**config.mk**
```make
export PLATFORM = sky130hd
export DESIGN_NAME = fetch_pc_gen
export DESIGN_NICKNAME = d
export VERILOG_FILES = /design/src/rtl/fetch_pc_gen.sv
export SDC_FILE = /design/constraint.sdc
export NUM_CORES = 1
export LEC_CHECK = 0
export ABC_AREA = 1
export BUFFER_PORTS_ARGS = -buffer_cell sky130_fd_sc_hd__buf_2
export CORE_MARGIN = 2
export CORE_UTILIZATION = 59
export DETAILED_ROUTE_END_ITERATION = 16
export GPL_ROUTABILITY_DRIVEN = 0
export PLACE_DENSITY = 0.86
export SLEW_MARGIN = 20
export SYNTH_ARGS = -nofsm -noshare
export SYNTH_HDL_FRONTEND = slang
export SYNTH_SLANG_ARGS = --single-unit
export TNS_END_PERCENT = 100
```
**constraint.sdc**
```tcl
create_clock -name clk -period 8.59 [get_ports clk]
set_input_delay 1.2885 -clock clk [delete_from_list [all_inputs] [get_ports clk]]
set_output_delay 1.2885 -clock clk [all_outputs]
set_load 0.02 [all_outputs]
```
**src/rtl/fetch_pc_gen.sv**
```systemverilog
// Fetch PC generator: issues sequential imem fetches, pairs responses with PCs in an
// in-order queue, and flushes on redirect. Optional macro: FETCH_PC_MISALIGN_TRAP_EN.
module fetch_pc_gen #(
  parameter int                    DATA_WIDTH   = 32,
  parameter logic [DATA_WIDTH-1:0] RESET_VECTOR = {DATA_WIDTH{1'b0}},
  parameter int                    INSTR_BYTES  = 4,
  parameter int                    DEPTH        = 2
) (
  input  logic                  clk,
  input  logic                  rst,
  input  logic                  redirect_valid,
  input  logic [DATA_WIDTH-1:0] redirect_pc,
  output logic                  imem_req_valid,
  input  logic                  imem_req_ready,
  output logic [DATA_WIDTH-1:0] imem_req_addr,
  input  logic                  imem_rsp_valid,
  input  logic [DATA_WIDTH-1:0] imem_rsp_data,
  output logic                  if_valid,
  input  logic                  if_ready,
  output logic [DATA_WIDTH-1:0] if_pc,
  output logic [DATA_WIDTH-1:0] if_instr,
  output logic                  misalign_o,
  output logic [DATA_WIDTH-1:0] misalign_addr
);

  localparam int PW = $clog2(DEPTH);
  localparam int CW = PW + 1;
  localparam logic [DATA_WIDTH-1:0] LOW_MASK = DATA_WIDTH'(INSTR_BYTES - 1);
  localparam logic [DATA_WIDTH-1:0] PC_STEP  = DATA_WIDTH'(INSTR_BYTES);
  localparam logic [DATA_WIDTH-1:0] ZERO_W   = {DATA_WIDTH{1'b0}};
  localparam logic [CW-1:0]         FULL_C   = CW'(DEPTH);
  localparam logic [CW-1:0]         ZERO_C   = {CW{1'b0}};
  localparam logic [CW-1:0]         ONE_C    = CW'(1);
  localparam logic [PW-1:0]         PTR_ZERO = {PW{1'b0}};
  localparam logic [PW-1:0]         PTR_ONE  = PW'(1);

  typedef enum logic [1:0] {
    BOOT  = 2'd0,
    RUN   = 2'd1,
    FLUSH = 2'd2
  } state_t;

  state_t                state_r;
  state_t                state_nx_s;
  logic [DATA_WIDTH-1:0] pc_r;
  logic [DATA_WIDTH-1:0] q_pc_r    [DEPTH];
  logic [DATA_WIDTH-1:0] q_instr_r [DEPTH];
  logic [DEPTH-1:0]      q_filled_r;
  logic [PW-1:0]         alloc_ptr_r;
  logic [PW-1:0]         fill_ptr_r;
  logic [PW-1:0]         head_ptr_r;
  logic [CW-1:0]         count_r;
  logic [CW-1:0]         inflight_r;
  logic [CW-1:0]         drop_cnt_r;
  logic [CW-1:0]         drop_nx_s;
  logic [CW-1:0]         unret_s;
  logic                  redir_s;
  logic                  req_valid_s;
  logic                  push_s;
  logic                  fill_s;
  logic                  pop_s;
  logic                  head_valid_s;

  // Per-cycle transaction decode; a redirect suppresses queue effects of fills and pops.
  always_comb begin
    redir_s      = redirect_valid && (state_r != BOOT);
    req_valid_s  = (state_r == RUN) && (count_r < FULL_C) && !redirect_valid;
    push_s       = req_valid_s && imem_req_ready;
    head_valid_s = q_filled_r[head_ptr_r];
    fill_s       = imem_rsp_valid && (drop_cnt_r == ZERO_C) && !redir_s;
    pop_s        = head_valid_s && if_ready && !redir_s;
    if (imem_rsp_valid) begin
      unret_s = inflight_r - ONE_C;
    end else begin
      unret_s = inflight_r;
    end
  end

  // Next state and stale-response drop count.
  always_comb begin
    state_nx_s = state_r;
    drop_nx_s  = drop_cnt_r;
    if (redir_s) begin
      drop_nx_s  = unret_s;
      state_nx_s = (unret_s != ZERO_C) ? FLUSH : RUN;
    end else begin
      case (state_r)
        BOOT:  state_nx_s = RUN;
        RUN:   state_nx_s = RUN;
        FLUSH: begin
          if (imem_rsp_valid) begin
            drop_nx_s  = drop_cnt_r - ONE_C;
            state_nx_s = (drop_cnt_r == ONE_C) ? RUN : FLUSH;
          end else begin
            state_nx_s = FLUSH;
          end
        end
        default: begin
          state_nx_s = BOOT;
          drop_nx_s  = ZERO_C;
        end
      endcase
    end
  end

  // State and drop-count registers.
  always_ff @(posedge clk or posedge rst) begin
    if (rst) begin
      state_r    <= BOOT;
      drop_cnt_r <= ZERO_C;
    end else begin
      state_r    <= state_nx_s;
      drop_cnt_r <= drop_nx_s;
    end
  end

  // Requests still owed by memory, live or stale; a response always retires one.
  always_ff @(posedge clk or posedge rst) begin
    if (rst) begin
      inflight_r <= ZERO_C;
    end else begin
      inflight_r <= inflight_r + (push_s ? ONE_C : ZERO_C) - (imem_rsp_valid ? ONE_C : ZERO_C);
    end
  end

  // PC register and the in-order fetch queue.
  always_ff @(posedge clk or posedge rst) begin
    if (rst) begin
      pc_r        <= RESET_VECTOR;
      alloc_ptr_r <= PTR_ZERO;
      fill_ptr_r  <= PTR_ZERO;
      head_ptr_r  <= PTR_ZERO;
      count_r     <= ZERO_C;
      q_filled_r  <= {DEPTH{1'b0}};
      for (int i = 0; i < DEPTH; i++) begin
        q_pc_r[i]    <= ZERO_W;
        q_instr_r[i] <= ZERO_W;
      end
    end else if (redir_s) begin
      pc_r        <= redirect_pc & ~LOW_MASK;
      alloc_ptr_r <= PTR_ZERO;
      fill_ptr_r  <= PTR_ZERO;
      head_ptr_r  <= PTR_ZERO;
      count_r     <= ZERO_C;
      q_filled_r  <= {DEPTH{1'b0}};
    end else begin
      if (push_s) begin
        q_pc_r[alloc_ptr_r]     <= pc_r;
        q_filled_r[alloc_ptr_r] <= 1'b0;
        alloc_ptr_r             <= alloc_ptr_r + PTR_ONE;
        pc_r                    <= pc_r + PC_STEP;
      end
      if (fill_s) begin
        q_instr_r[fill_ptr_r]  <= imem_rsp_data;
        q_filled_r[fill_ptr_r] <= 1'b1;
        fill_ptr_r             <= fill_ptr_r + PTR_ONE;
      end
      if (pop_s) begin
        q_filled_r[head_ptr_r] <= 1'b0;
        head_ptr_r             <= head_ptr_r + PTR_ONE;
      end
      if (push_s && !pop_s) begin
        count_r <= count_r + ONE_C;
      end else if (pop_s && !push_s) begin
        count_r <= count_r - ONE_C;
      end
    end
  end

  assign imem_req_valid = req_valid_s;
  assign imem_req_addr  = pc_r;
  assign if_valid       = head_valid_s;
  assign if_pc          = q_pc_r[head_ptr_r];
  assign if_instr       = q_instr_r[head_ptr_r];

`ifdef FETCH_PC_MISALIGN_TRAP_EN
  logic                  misalign_r;
  logic [DATA_WIDTH-1:0] misalign_addr_r;
  logic                  misaligned_s;

  assign misaligned_s = (redirect_pc & LOW_MASK) != ZERO_W;

  // One-cycle pulse and sticky capture of the raw misaligned target.
  always_ff @(posedge clk or posedge rst) begin
    if (rst) begin
      misalign_r      <= 1'b0;
      misalign_addr_r <= ZERO_W;
    end else if (redir_s && misaligned_s) begin
      misalign_r      <= 1'b1;
      misalign_addr_r <= redirect_pc;
    end else begin
      misalign_r      <= 1'b0;
    end
  end

  assign misalign_o    = misalign_r;
  assign misalign_addr = misalign_addr_r;
`else
  assign misalign_o    = 1'b0;
  assign misalign_addr = ZERO_W;
`endif

endmodule
```
; ---- Yosys cells after proc, flatten, opt, wreduce, memory -nomap -nowiden
; Index checks and enable logic that the tools add are counted.
[word_totals]
ff_bits = 173
input_bits = 70
elab_cells = 128
[classes]
n_addsub = 10
magnitude_cmp = 12
eq_ne = 5
n_mux = 48
bitwise = 9
n_reduce_logical = 31
[op_table]
columns = operator, n
row1 = $mux 32, 10
row2 = $bwmux 64, 2
row3 = $demux 32 s1, 2
row4 = $add 32x3->32 const B, 1
row5 = $mux 2, 16
row6 = $logic_and 1x1->1, 15
row7 = $mux 1, 13
row8 = $reduce_bool 2->1, 5
row9 = $pmux 2 s2, 2
row10 = $ge 2x2->1 const B, 3
row11 = $lt 1x2->1 const B, 3
row12 = $not 1->2, 3
row13 = $reduce_and 2->1, 3
row14 = $sub 2x1->2 const B, 3
row15 = $and 2x2->2, 2
row16 = $eq 2x1->1 const B, 2
row17 = $logic_not 1->1, 4
row18 = $logic_not 2->1, 2
row19 = $lt 2x1->1 const B, 2
row20 = $not 2->2, 2
row21 = $add 1x1->1 const B, 3
row22 = $demux 1 s1, 3
row23 = $ge 1x1->1 const B, 3
row24 = $ne 3x3->1 const B, 1
row25 = 10 further kinds, 10

; ---- Logic depth before layout (Yosys ltp)
[logic_depth]
depth_word = 14
ltp_mapped = 10
ltp_nobuf = 10

; ---- Least setup slack after synthesis
; OpenSTA, ideal clock, no wires.
[synth_timing]
kind = input to output
startpoint = in redirect_valid
endpoint = out imem_req_valid
arrival_ns = 1.647
required_ns = 7.301
setup_slack_ns = 5.654
stages = 3
cell_sequence = inv_1 nand3_1 inv_1
[synth_between]
elab_chain_len = 2
[synth_lines]
columns = item, line_no
row1 = "start, declared", 11  ; input logic redirect_valid,
row2 = $logic_not 1->1, 67  ; req_valid_s = (state_r == RUN) && (count_r < FULL_C) && !redirect_valid;
row3 = $logic_and 1x1->1, 67
row4 = "end, declared", 13  ; output logic imem_req_valid,
; No other way between the ends.

; ---- Final worst setup path
[layout_timing]
startpoint = reg head_ptr_r
endpoint = out if_valid
[layout_between]
elab_chain_len = 2
[layout_lines]
columns = item, line_no
row1 = "start, declared", 51  ; logic [PW-1:0] head_ptr_r;
row2 = "start signal, assigned", 160  ; head_ptr_r <= head_ptr_r + PTR_ONE;
row3 = $mux 1 (not written as such) (2 in a row), 69  ; head_valid_s = q_filled_r[head_ptr_r];
row4 = "end, declared", 18  ; output logic if_valid,
; No other way between the ends. The select of a mux whose other input is x is not followed.

==> impl_metrics.toml <==
[setup_path]
critPathMaxStageDelay_ns = 0.58
slowest_stage = "buf_4"
cp.required_ns = 7.30
critPathMaxFanout = 58
critical_path_arrival_ns = 2.04
worstSetupPathType = "flip-flop to output pin"
startpoint_type = "flip-flop"
end_kind = "output pin"
reg2reg_slack_ns = 5.90
cp_cell_sequence = "inv_2, buf_4, nand2_1, nand2_1, buf_2"
cp_common_cell = "nand2_1"
crit_buf_inv = 3
path_delay_family = "buffers and inverters"

[drt]
final_antenna_net_count = 0
vias = 7714
firstDrtPassIters = 5
wl_per_cell_um = 13.7
vias_per_cell = 5.19
drc = 0
drtIter0Drc = 749
wl_um = 20400

[yosys]
synth-edff-count = 0
async_flop_share_pct = 100
yosysTopAreaCell = "dfrtp_1"
avgSynthCellArea_sq_um = 7.37
ys_warn_count = 0
synth_top_cell_area_share_pct = 48.9
ys_types = 31
yosysSeqAreaShare_pct = 48.9
yosys-top-cells-area = "dfrtp_1 49%, nand2_1 21%, o21ai_0 4.6%"
yosys_register_bits = 167
yosysMostFrequentCell = "nand2_1"
syn_inst = 1160
synth-main-ff-cell = "dfrtp_1"
syn_area_sq_um = 8550
synth_common_cells = "473 x nand2_1, 167 x dfrtp_1, 96 x inv_1"

[power]
power_switching_share_pct = 45.0
clockPowerShare_pct = 19.8
p_per_area_nw_per_um2 = 402
power_frac_comb_pct = 44.4
ir_worst_vdd_mv = 0.271
p_total_mw = 3.95
p_switching_mw = 1.78
internal-power_mw = 2.17
p_leak_nw = 5.44
seqPwrFrac_pct = 35.8

[timing]
period_share_pct = 38.7
slew_violations = 0
max_slew_margin_pct = 27.9
rsz0062_at_grt = "no"
fmax_mhz = 301
finalSetupViolCount = 0
worst_slew_pin_slew_ns = 1.08
fin_crit_ns = 3.32
finalSetupTns_ns = 0
final_hold_viol_count = 0
clock-skew-final_ns = 0.00778

[grt]
grtUsageMet2_pct = 40.6
grt_pass1_wl_um = 33800
grt_max_degree = 94
antenna_found_initial = 0
grt.total_usage_pct = 26.7
grt_overflow_total = 0
grt_use_met1_pct = 37.9
grt.busiest_layer = "met2"
use_met3_pct = 4.51
grt_pass1_vias = 7081

[floorplanning]
die-area_sq_um = 15500
die_height_um = 124
num_rows = 44
fp.coreArea_sq_um = 14400
start_util_pct = 59.5
die_w_um = 124
pin_count = 201

[place]
placed_area_sq_um = 9220
dp_hpwl_um = 13500
port_buffers = 161

[layout]
drive_gt1_share_pct = 16.5
fin_nets = 1364
area_growth_pct = 15.1
stdcell_area_sq_um = 9840
antenna_cells = 0
filler_cell_count = 1221

[clocking]
insertion_delay_ns = 0.43
tritoncts = "yes"
post-cts-setup-buffers = 0
cts_hold_buffers = 0
htree_levels = 4
cts.repair.resized = 0
ctsLongestPathBuffers = 2
cts_sinks = 167
numCtsBuffers = 17
cts_root_buf = "clkbuf_16"
cts.reportedPaths.clkPinSlew_ns = 0.06

[worst_hold_path]
hp-class = "flip-flop to flip-flop"

[job]
max_cap_viol_count = 0

[run_status]
status = "finished, final reports clean"
[metal layers]
metal	share of wire [%]	routed length, um	up-vias
li1	-	-	3813
met5	0	0	-
met4	3.6	738	0
met1	44	9020	3528
met3	6.9	1400	52
met2	45	9210	321
[registers in the layout (all words and copies together), names as in the netlist]
name / flops
drop_cnt_r: 2
inflight_r: 2
head_ptr_r: 1
q_filled_r: 2
imem_req_addr: 30
count_r: 2
alloc_ptr_r: 1
q_pc_r: 60
fill_ptr_r: 1
q_instr_r: 64
state_r: 2
[layout make-up]
type | count | area (sq um) | area share (%)
clock buffers | 21 | 460 | 4.68
clock inverters | 11 | 149 | 1.51
inverters | 99 | 377 | 3.83
multi-input cells | 839 | 3610 | 36.7
flip-flops and latches | 167 | 4180 | 42.5
well taps | 184 | 230 | 2.34
repair buffers | 165 | 836 | 8.49
[worst register-to-register path: stages (launching register included)]
cell	delay, ns
dfrtp_1	0.47
nor2_1	0.09
nor2_2	0.70
nor2_1	0.19
nand2_2	0.81
o21ai_0	0.26
[worst paths after layout]
kind,depth (start not counted),start,to
max,5,head_ptr_r,if_valid
min,2,q_instr_r[0],q_instr_r[0]
max reg2reg,5,state_r[1],q_instr_r[10]
min reg2reg,2,q_instr_r[0],q_instr_r[0]
max in group asynchronous,3,rst,q_instr_r[8]
min in group asynchronous,2,rst,q_pc_r[4]
[power groups by stage]
stage	clock network (mW)	registers, mW	logic, mW
global route	0.820	1.47	1.96
finish	0.782	1.42	1.76
CTS	0.787	1.41	1.76
floorplan	0	1.44	1.20
detailed placement	0	1.42	1.74
global placement	0	1.40	1.70
[layout by cell type (no fill, tap or decap), types with 2 or more instances in the layout]
master,netlist,layout
nor2_2,2,2
o211ai_1,5,5
buf_2,28,161
nand4_1,2,2
o22ai_1,3,3
clkinv_4,0,3
o21ai_1,68,68
buf_4,42,4
inv_1,96,94
clkbuf_8,0,2
nor2_1,75,75
inv_2,3,4
o21ai_0,79,79
clkbuf_1,15,2
nand2_4,0,2
ha_1,5,5
nand2_2,4,4
clkbuf_16,0,17
nand2_1,473,471
clkinv_2,0,2
nor2_4,2,2
dfrtp_1,167,166
conb_1,1,37
a21oi_1,19,19
nand3_1,49,49
nor3_1,5,5
xor2_1,3,3
clkinvlp_4,0,3
bufinv_16,0,3
[cells by family after synthesis]
group	share of synthesized area [%]
AND/OR/NAND/NOR	28.5
buffers and inverters	10.8
AO/OA/AOI/OAI	10.7
flip-flops	48.9
adder cells (fa/ha/maj)	0.731
XOR/XNOR	0.410
other	0.0438
[metrics by stage]
step                setup WS (ns)  hold slack, ns  util [%]  cells
floorplan                    2.78           0.453         -   1196
global placement             4.95           0.465      64.2   1454
detailed placement           4.90           0.473      64.2   1454
CTS                          5.24           0.489      68.4   1486
global route                 5.11           0.505      68.5   1486
finish                       5.27           0.485      68.5   1486
No activity file was read; power rests on OpenSTA's default activity.
